**config.mk**
```make
export PLATFORM = sky130hd
export DESIGN_NAME = mult16_rr_scheduler
export DESIGN_NICKNAME = d
export VERILOG_FILES = /design/src/rtl/mult16_rr_scheduler.sv
export SDC_FILE = /design/constraint.sdc
export NUM_CORES = 1
export LEC_CHECK = 0
export ABC_AREA = 1
export CAP_MARGIN = 20
export CORE_MARGIN = 2
export CORE_UTILIZATION = 40
export CTS_BUF_LIST = sky130_fd_sc_hd__clkbuf_2 sky130_fd_sc_hd__clkbuf_4 sky130_fd_sc_hd__clkbuf_8
export CTS_CLUSTER_SIZE = 28
export DETAILED_ROUTE_END_ITERATION = 8
export GPL_ROUTABILITY_DRIVEN = 1
export PLACE_DENSITY = 0.87
export SYNTH_ARGS = -nofsm -noshare
export SYNTH_HDL_FRONTEND = slang
export SYNTH_SLANG_ARGS = --single-unit
export TNS_END_PERCENT = 1
```
**constraint.sdc**
```tcl
create_clock -name clk -period 2.46 [get_ports clk]
set_input_delay 0.492 -clock clk [delete_from_list [all_inputs] [get_ports clk]]
set_output_delay 0.492 -clock clk [all_outputs]
set_load 0.01 [all_outputs]
```
**src/rtl/mult16_rr_scheduler.sv**
```systemverilog
// mult16_rr_scheduler: round-robin sharing of one Mult16x16 among N_REQ requesters.
// Optional build macro MULT_ZERO_BYPASS_EN: accepts with a zero operand skip the multiplier.

module mult16_rr_scheduler #(
    parameter int N_REQ    = 4,
    parameter int ID_W     = 2,
    parameter int MULT_LAT = 4
) (
    input  logic                  clk,
    input  logic                  rst,
    input  logic [N_REQ-1:0]      req_valid,
    output logic [N_REQ-1:0]      req_ready,
    input  logic [16*N_REQ-1:0]   req_a,
    input  logic [16*N_REQ-1:0]   req_b,
    output logic                  rsp_valid,
    input  logic                  rsp_ready,
    output logic [ID_W-1:0]       rsp_id,
    output logic [31:0]           rsp_result,
    output logic [15:0]           mult_a,
    output logic [15:0]           mult_b,
    input  logic [31:0]           mult_result,
    output logic                  busy
);

    localparam int              CNT_W    = (MULT_LAT > 1) ? $clog2(MULT_LAT) : 1;
    localparam logic [CNT_W-1:0] CNT_LAST = CNT_W'(MULT_LAT - 1);
    localparam logic [ID_W-1:0]  PTR_INIT = ID_W'(N_REQ - 1);

    typedef enum logic [1:0] {
        ST_IDLE,
        ST_WAIT,
        ST_RESP
    } state_t;

    state_t           state_q, state_d;
    logic [ID_W-1:0]  rr_ptr_q, rr_ptr_d;
    logic [CNT_W-1:0] cnt_q, cnt_d;
    logic [15:0]      mult_a_q, mult_a_d;
    logic [15:0]      mult_b_q, mult_b_d;
    logic [ID_W-1:0]  rsp_id_q, rsp_id_d;
    logic [31:0]      rsp_result_q, rsp_result_d;

    logic [15:0]      op_a [N_REQ];
    logic [15:0]      op_b [N_REQ];
    logic             grant_found;
    logic [ID_W-1:0]  grant_idx;
    logic [ID_W-1:0]  cand_idx;
    logic [15:0]      grant_a;
    logic [15:0]      grant_b;
    logic             take_bypass;

    function automatic logic [ID_W-1:0] wrap_idx(input int v);
        return ID_W'(v % N_REQ);
    endfunction

    always_comb begin
        for (int i = 0; i < N_REQ; i++) begin
            op_a[i] = req_a[16*i +: 16];
            op_b[i] = req_b[16*i +: 16];
        end
    end

    // Search starts one past the last winner so the previous grantee has lowest priority.
    always_comb begin
        grant_found = 1'b0;
        grant_idx   = '0;
        cand_idx    = '0;
        for (int k = 1; k <= N_REQ; k++) begin
            cand_idx = wrap_idx(int'(rr_ptr_q) + k);
            if (!grant_found && req_valid[cand_idx]) begin
                grant_found = 1'b1;
                grant_idx   = cand_idx;
            end
        end
    end

    assign grant_a = op_a[grant_idx];
    assign grant_b = op_b[grant_idx];

`ifdef MULT_ZERO_BYPASS_EN
    assign take_bypass = (grant_a == 16'd0) || (grant_b == 16'd0);
`else
    assign take_bypass = 1'b0;
`endif

    always_comb begin
        req_ready = '0;
        if (state_q == ST_IDLE && grant_found && !rst) begin
            req_ready[grant_idx] = 1'b1;
        end
    end

    always_comb begin
        state_d      = state_q;
        rr_ptr_d     = rr_ptr_q;
        cnt_d        = cnt_q;
        mult_a_d     = mult_a_q;
        mult_b_d     = mult_b_q;
        rsp_id_d     = rsp_id_q;
        rsp_result_d = rsp_result_q;
        case (state_q)
            ST_IDLE: begin
                if (grant_found) begin
                    rr_ptr_d = grant_idx;
                    rsp_id_d = grant_idx;
                    cnt_d    = '0;
                    if (take_bypass) begin
                        rsp_result_d = 32'd0;
                        state_d      = ST_RESP;
                    end else begin
                        mult_a_d = grant_a;
                        mult_b_d = grant_b;
                        state_d  = ST_WAIT;
                    end
                end
            end
            ST_WAIT: begin
                // Operands have been stable for MULT_LAT cycles once cnt reaches its last value.
                cnt_d = cnt_q + CNT_W'(1);
                if (cnt_q == CNT_LAST) begin
                    rsp_result_d = mult_result;
                    state_d      = ST_RESP;
                end
            end
            ST_RESP: begin
                if (rsp_ready) begin
                    state_d = ST_IDLE;
                end
            end
            default: begin
                state_d = ST_IDLE;
            end
        endcase
    end

    always_ff @(posedge clk) begin
        if (rst) begin
            state_q      <= ST_IDLE;
            rr_ptr_q     <= PTR_INIT;
            cnt_q        <= '0;
            mult_a_q     <= '0;
            mult_b_q     <= '0;
            rsp_id_q     <= '0;
            rsp_result_q <= '0;
        end else begin
            state_q      <= state_d;
            rr_ptr_q     <= rr_ptr_d;
            cnt_q        <= cnt_d;
            mult_a_q     <= mult_a_d;
            mult_b_q     <= mult_b_d;
            rsp_id_q     <= rsp_id_d;
            rsp_result_q <= rsp_result_d;
        end
    end

    assign rsp_valid  = (state_q == ST_RESP);
    assign busy       = (state_q != ST_IDLE);
    assign rsp_id     = rsp_id_q;
    assign rsp_result = rsp_result_q;
    assign mult_a     = mult_a_q;
    assign mult_b     = mult_b_q;

endmodule

```
==> results.cfg, run 1 <==
[pwr]
p_per_area_nw_per_um2 = 1120
ir_worst_vdd_v = 0.00101
p_leak_nw = 3.19

[grt]
grt_usage_pct = 24.7
grt_antenna_before_repair = 0
grt_max_degree = 65
overflow = 0
grt_pass1_vias = 4750
grt_pass1_wl_mm = 22.8

[floorplanning]
initial_core_util_pct = 40.9
io-pin-count = 239
die_area_sq_um = 11400
die_h_microns = 107
fp.dieW_microns = 107
core_sq_um = 10300
rows = 37

[sta]
worstMarginPinSlew_ns = 0.711
slew_viol_final = 0
finalClockSkew_ns = 0.0119
fmaxAchievable_mhz = 420
setup_viol = 0
totalNegativeSetupSlack_ns = 0
post-route-period-util_pct = 96.8
period_needed_ns = 2.38
max-slew-margin-rel_pct = 52.6
hold_viol_final = 0
layout_setup_ws_ns = 0.0795
rsz0062_at_grt = yes

[flow_run]
drv_cap = 0

[clock_tree]
clock-sinks = 72
clock_tree.root_cell = clkbuf_8
insertion_delay_ns = 0.35
clockBufferDepth = 2
h-tree-depth = 3
cts_tree = yes
hold_buffers = 0
cts_inserted_buffers = 9
clk_pin_slew_worst_paths_ns = 0.08

[detailed_routing]
wl_met3_mm = 1.49
ant_nets = 0
vias = 5095
wl_per_cell_microns = 13.6
drt-pass1-iter-count = 4
drc = 0
drt_iter0_drc = 327
wirelength_mm = 14.4
wl_met2_mm = 6.77
wl_met1_mm = 5.95
highest_layer = met4
vias_per_cell = 4.82

[logic_synthesis]
avgSynthCellArea_sq_um = 6.12
netlist_top_cells_area = dfxtp_1 34%, nand2_1 31%, nand3_1 13%
synth_fp_nets = 856
synth_cells = 688
seq_area_frac_synth_pct = 34.3
yosys.area.top_type = dfxtp_1
synth_top_area_share_pct = 34.3
yosys_warnings = 0
ys_ff_latch = 72
ys_types = 25
synthesis.area_sq_um = 4210

[outcome]
outcome = completed

[critical_path]
ff2ff_setup_slack_ns = 0.19
worstSetupEndpointType = output pin
path_class = reg -> out
r2r_cells = 14
crit_arrival_ns = 1.89
rr_endpoint = mult_a[2]
rr_startpoint = rr_ptr_q[0]
start_kind = flip-flop
required_ns = 1.97
path_max_fanout = 6

[placement]
pre_cts_ws_ns = -0.492
gp_congestion = 0.837
hpwl_mm = 10.2
placedCellCount = 1038
port_buffers = 238
placed_cell_area_sq_um = 6700

[hold_path]
min_to = rsp_id[0]
hold_path.class = reg -> reg
hp-start = rsp_id[0]
holdPathStages = 2

[finish]
nNetsFinal = 1084
area_growth_pct = 65.2
final_area_sq_um = 6950
diodes = 0
layout-drive-gt1-share_pct = 9.45
finalNonFillerCells = 1057
through the flow:
step           util, %  power, mW  hold WS, ns
6_report          67.6       7.81        0.452
5_1_grt           67.6       8.52        0.472
4_1_cts           67.6       7.89        0.455
3_5_place_dp      65.2       6.79        0.438
3_3_place_gp      65.2       6.72        0.433
2_1_floorplan        -       5.20        0.433
how the worst max path moves through the flow:
stage                   endpoint         start  slack (ns)
detailed placement  req_ready[0]  req_valid[3]       -0.49
finish              req_ready[0]   rr_ptr_q[0]        0.08
global placement    req_ready[1]  req_valid[3]       -0.42
global route        req_ready[0]   rr_ptr_q[0]       -0.07
CTS                 req_ready[0]   rr_ptr_q[0]       0.004
floorplan           req_ready[0]  req_valid[0]        0.32
sequential cells by signal, summed over array words and instances, names as in the netlist:
name,flops
rsp_result,32
mult_a,16
mult_b,16
cnt_q,2
rr_ptr_q,2
rsp_id,2
state_q,2
worst max-delay path: stages (launching register included):
cell,delay (ns)
dfxtp_4,0.38
buf_6,0.13
nand2_1,0.07
nand2_2,0.06
nand2_2,0.08
nand2_2,0.06
nor2_1,0.08
nand2_1,0.06
nand2_2,0.09
nand2_4,0.08
nor3_4,0.14
inv_2,0.07
nor2_2,0.10
buf_2,0.14
routing by layer:
metal,track usage [%],vias to the layer above
li1,-,2624
met1,29.1,2269
met2,42.7,186
met3,8.22,16
met4,7.14,0
met5,0,-
cells in the mapped netlist:
cell and n:
nand2_1 346, nand3_1 110, dfxtp_1 72, a21oi_1 38
inv_1 24, buf_2 18, clkbuf_1 11, nand2_2 10
nand3_2 10, nor2_1 10, buf_6 9, buf_4 6
buf_1 4, nand4_1 4, inv_2 3, clkinv_1 2
inv_4 2, nor2_2 2, a21boi_2 1, ha_1 1
nor2_4 1, nor3_4 1, o211ai_1 1, o21ai_0 1
o21bai_2 1
report_power, final:
group / switching, mW / internal (mW)
Clock: 0.506 / 0.488
Combinational: 3.01 / 2.13
Sequential: 0.186 / 1.50
Total: 3.70 / 4.11
kinds of logic (layout without fill, tap and decap cells):
family          Yosys count  after routing  synth area share (%)
simple gates            494            494                  50.3
buf+inv                  79            312                  9.84
flops                    72             72                  34.3
compound gates           42             42                  5.35
fa+ha+maj                 1              1                 0.297
cells in the final DEF (no fill, tap or decap), types with 4 or more instances in the layout:
| master | Yosys | final |
|---|---|---|
| nor2_1 | 10 | 9 |
| buf_4 | 6 | 21 |
| nand2_1 | 346 | 342 |
| nand4_1 | 4 | 4 |
| buf_12 | 0 | 4 |
| clkdlybuf4s50_1 | 0 | 230 |
| nand3_1 | 110 | 108 |
| nand2_2 | 10 | 13 |
| a21oi_1 | 38 | 38 |
| nand3_2 | 10 | 11 |
| clkbuf_8 | 0 | 9 |
| inv_1 | 24 | 24 |
| dfxtp_1 | 72 | 70 |
| buf_2 | 18 | 4 |
| dlygate4sd2_1 | 0 | 4 |
final cells by class:
class,instances,area [sq um]
multi-input combinational,537,2390
sequential,72,1450
clock buffer,9,124
tap,136,170
timing repair buffer,265,2620
fill,904,3330
clock inverter,7,83.8
inverter,31,121
timing repair:
action,CTS,global route
hold endpoints to repair,0,0
resized for setup,29,6
pin swaps,12,4
cloned,0,0
buffers inserted,3,1
endpoints found under the setup margin,4,34
(Power assumes the default switching activity.)
==> run 2, diff against run 1 <==
Settings changed: SETUP_SLACK_MARGIN from default to 0.4.
==> run 2 against run 1 <==
  * Final cell count grew 0.28%
  * Clock skew increased by 0.0012 ns
  * Worst setup slack worse by 0.030 ns
  * Power grew 2.1%
  * Fmax is 1.3% lower
  * Non-clock buffer count grew 3
  * Highest routed layer unchanged
  * Global-route usage is 0.41 points higher
  * Core utilization increased by 0.83 points
  * Die area unchanged
  * Cell area grew 1.2%
  * Combinational power grew 5.7%
  * Largest cell class unchanged
  * Critical path depth decreased by 2
==> results.cfg, run 2 (synthesis results as in run 1) <==
[hold_path]
hold_path.class = reg -> reg

[sta]
slew_viol_final = 0
max-slew-margin-rel_pct = 51.8
setup_viol = 0
period_needed_ns = 2.41
layout_setup_ws_ns = 0.0493
worstMarginPinSlew_ns = 0.723
totalNegativeSetupSlack_ns = 0
finalClockSkew_ns = 0.0131
rsz0062_at_grt = yes
hold_viol_final = 0
post-route-period-util_pct = 98.0
fmaxAchievable_mhz = 415

[clock_tree]
h-tree-depth = 3
clock-sinks = 72
insertion_delay_ns = 0.35
clk_pin_slew_worst_paths_ns = 0.09
clock_tree.root_cell = clkbuf_8
clockBufferDepth = 2
cts_inserted_buffers = 9
cts_tree = yes

[finish]
layout-drive-gt1-share_pct = 10.7
diodes = 0
final_cell_mix = 338 x nand2_1, 230 x clkdlybuf4s50_1, 108 x nand3_1, 70 x dfxtp_1, 38 x a21oi_1
largest_reg_flops = 32
nFillCells = 894
area_growth_pct = 67.2
mostFrequentLayoutCell = nand2_1
nNetsFinal = 1087
register_area_sq_um = 1440
finalNonFillerCells = 1060
multi_input_area_sq_um = 2460

[grt]
grt_pass1_wl_mm = 23.1
grt_usage_pct = 25.1
grt_max_degree = 65
grt_antenna_before_repair = 0
overflow = 0
grt_pass1_vias = 4856

[detailed_routing]
drt_iter0_drc = 235
wl_per_cell_microns = 13.8
wirelength_mm = 14.7
vias = 5161
drt-pass1-iter-count = 4
drc = 0
vias_per_cell = 4.87
ant_nets = 0

[flow_run]
drv_cap = 0

[critical_path]
path_max_fanout = 8
crit_arrival_ns = 1.92
worstSetupEndpointType = output pin
required_ns = 1.97
start_kind = flip-flop
path_class = reg -> out

[floorplanning]
fp.dieW_microns = 107
die_h_microns = 107
core_sq_um = 10300
die_area_sq_um = 11400
initial_core_util_pct = 40.9
rows = 37
io-pin-count = 239

[placement]
hpwl_mm = 10.3
port_buffers = 238
placedCellCount = 1037
pre_cts_ws_ns = -0.458
gp_congestion = 0.849

[pwr]
ir_worst_vdd_v = 0.000861
total_power_mw = 7.97
p_leak_nw = 3.22
p_per_area_nw_per_um2 = 1130

[outcome]
outcome = completed
## run 2: cell types whose count changed in the layout (fill, tap and decap cells not counted), moves of 2 or more
cell | before | now
nand2_4 | 1 | 8
buf_4 | 21 | 25
nand2_2 | 13 | 10
buf_2 | 4 | 2
nand2_1 | 342 | 338
nor2_4 | 1 | 4
nor2_1 | 9 | 5
## run 2: through the flow
step           instance area, sq um  util (%)  hold WS (ns)
2_1_floorplan                  4220         -         0.433
3_3_place_gp                   6710      65.2         0.435
4_1_cts                        6980      67.9         0.456
3_5_place_dp                   6710      65.2         0.438
5_1_grt                        7040      68.5         0.471
6_report                       7040      68.5         0.452
## run 2: where the power goes
group	internal [mW]	switching (mW)	total, mW
logic	2.26	3.16	5.42
registers	1.49	0.164	1.66
clock network	0.385	0.515	0.900
## run 2: final timing paths
kind / start / end / slack, ns / depth (start not counted)
max: rr_ptr_q[0] / req_ready[0] / 0.05 / 11
min: rsp_id[0] / rsp_id[0] / 0.45 / 2
max reg2reg: rr_ptr_q[0] / mult_a[3] / 0.24 / 14
min reg2reg: rsp_id[0] / rsp_id[0] / 0.45 / 2
## run 2: worst max-delay path, stage by stage, from the launching register on
cell and delay, ns:
dfxtp_2 0.33, buf_12 0.14, inv_8 0.09, nand2_4 0.06
nand2_4 0.10, nand2_4 0.06, buf_4 0.13, a21boi_2 0.15
nand3_2 0.15, buf_4 0.18, nor2_4 0.10, buf_6 0.10
## run 2: area by class of cell
class / instances / area share (%)
Timing Repair Buffer: 268 / 37.7
Multi-Input combinational cell: 537 / 34.9
Sequential cell: 72 / 20.5
Tap cell: 136 / 2.42
Inverter: 31 / 1.80
Clock buffer: 9 / 1.76
Clock inverter: 7 / 0.871
## run 2: metal layers
metal,vias up,GRT usage (%),wire length [microns]
li1,2630,-,-
met1,2310,30.0,6020
met2,206,42.9,6890
met3,15,8.58,1580
met4,0,6.77,191
met5,-,0,0
## run 2: what timing repair did
action,CTS,global route
setup buffers,6,1
setup endpoints to repair,36,36
hold buffers,0,0
pin swaps,22,10
resized for setup,39,13
==> run 3, diff against run 2 <==
Settings changed: ABC_CLOCK_PERIOD_IN_PS from default to 2460.
==> results of run 3 <==
Same layout as run 2: the final DEF is identical, and so are final timing and power.
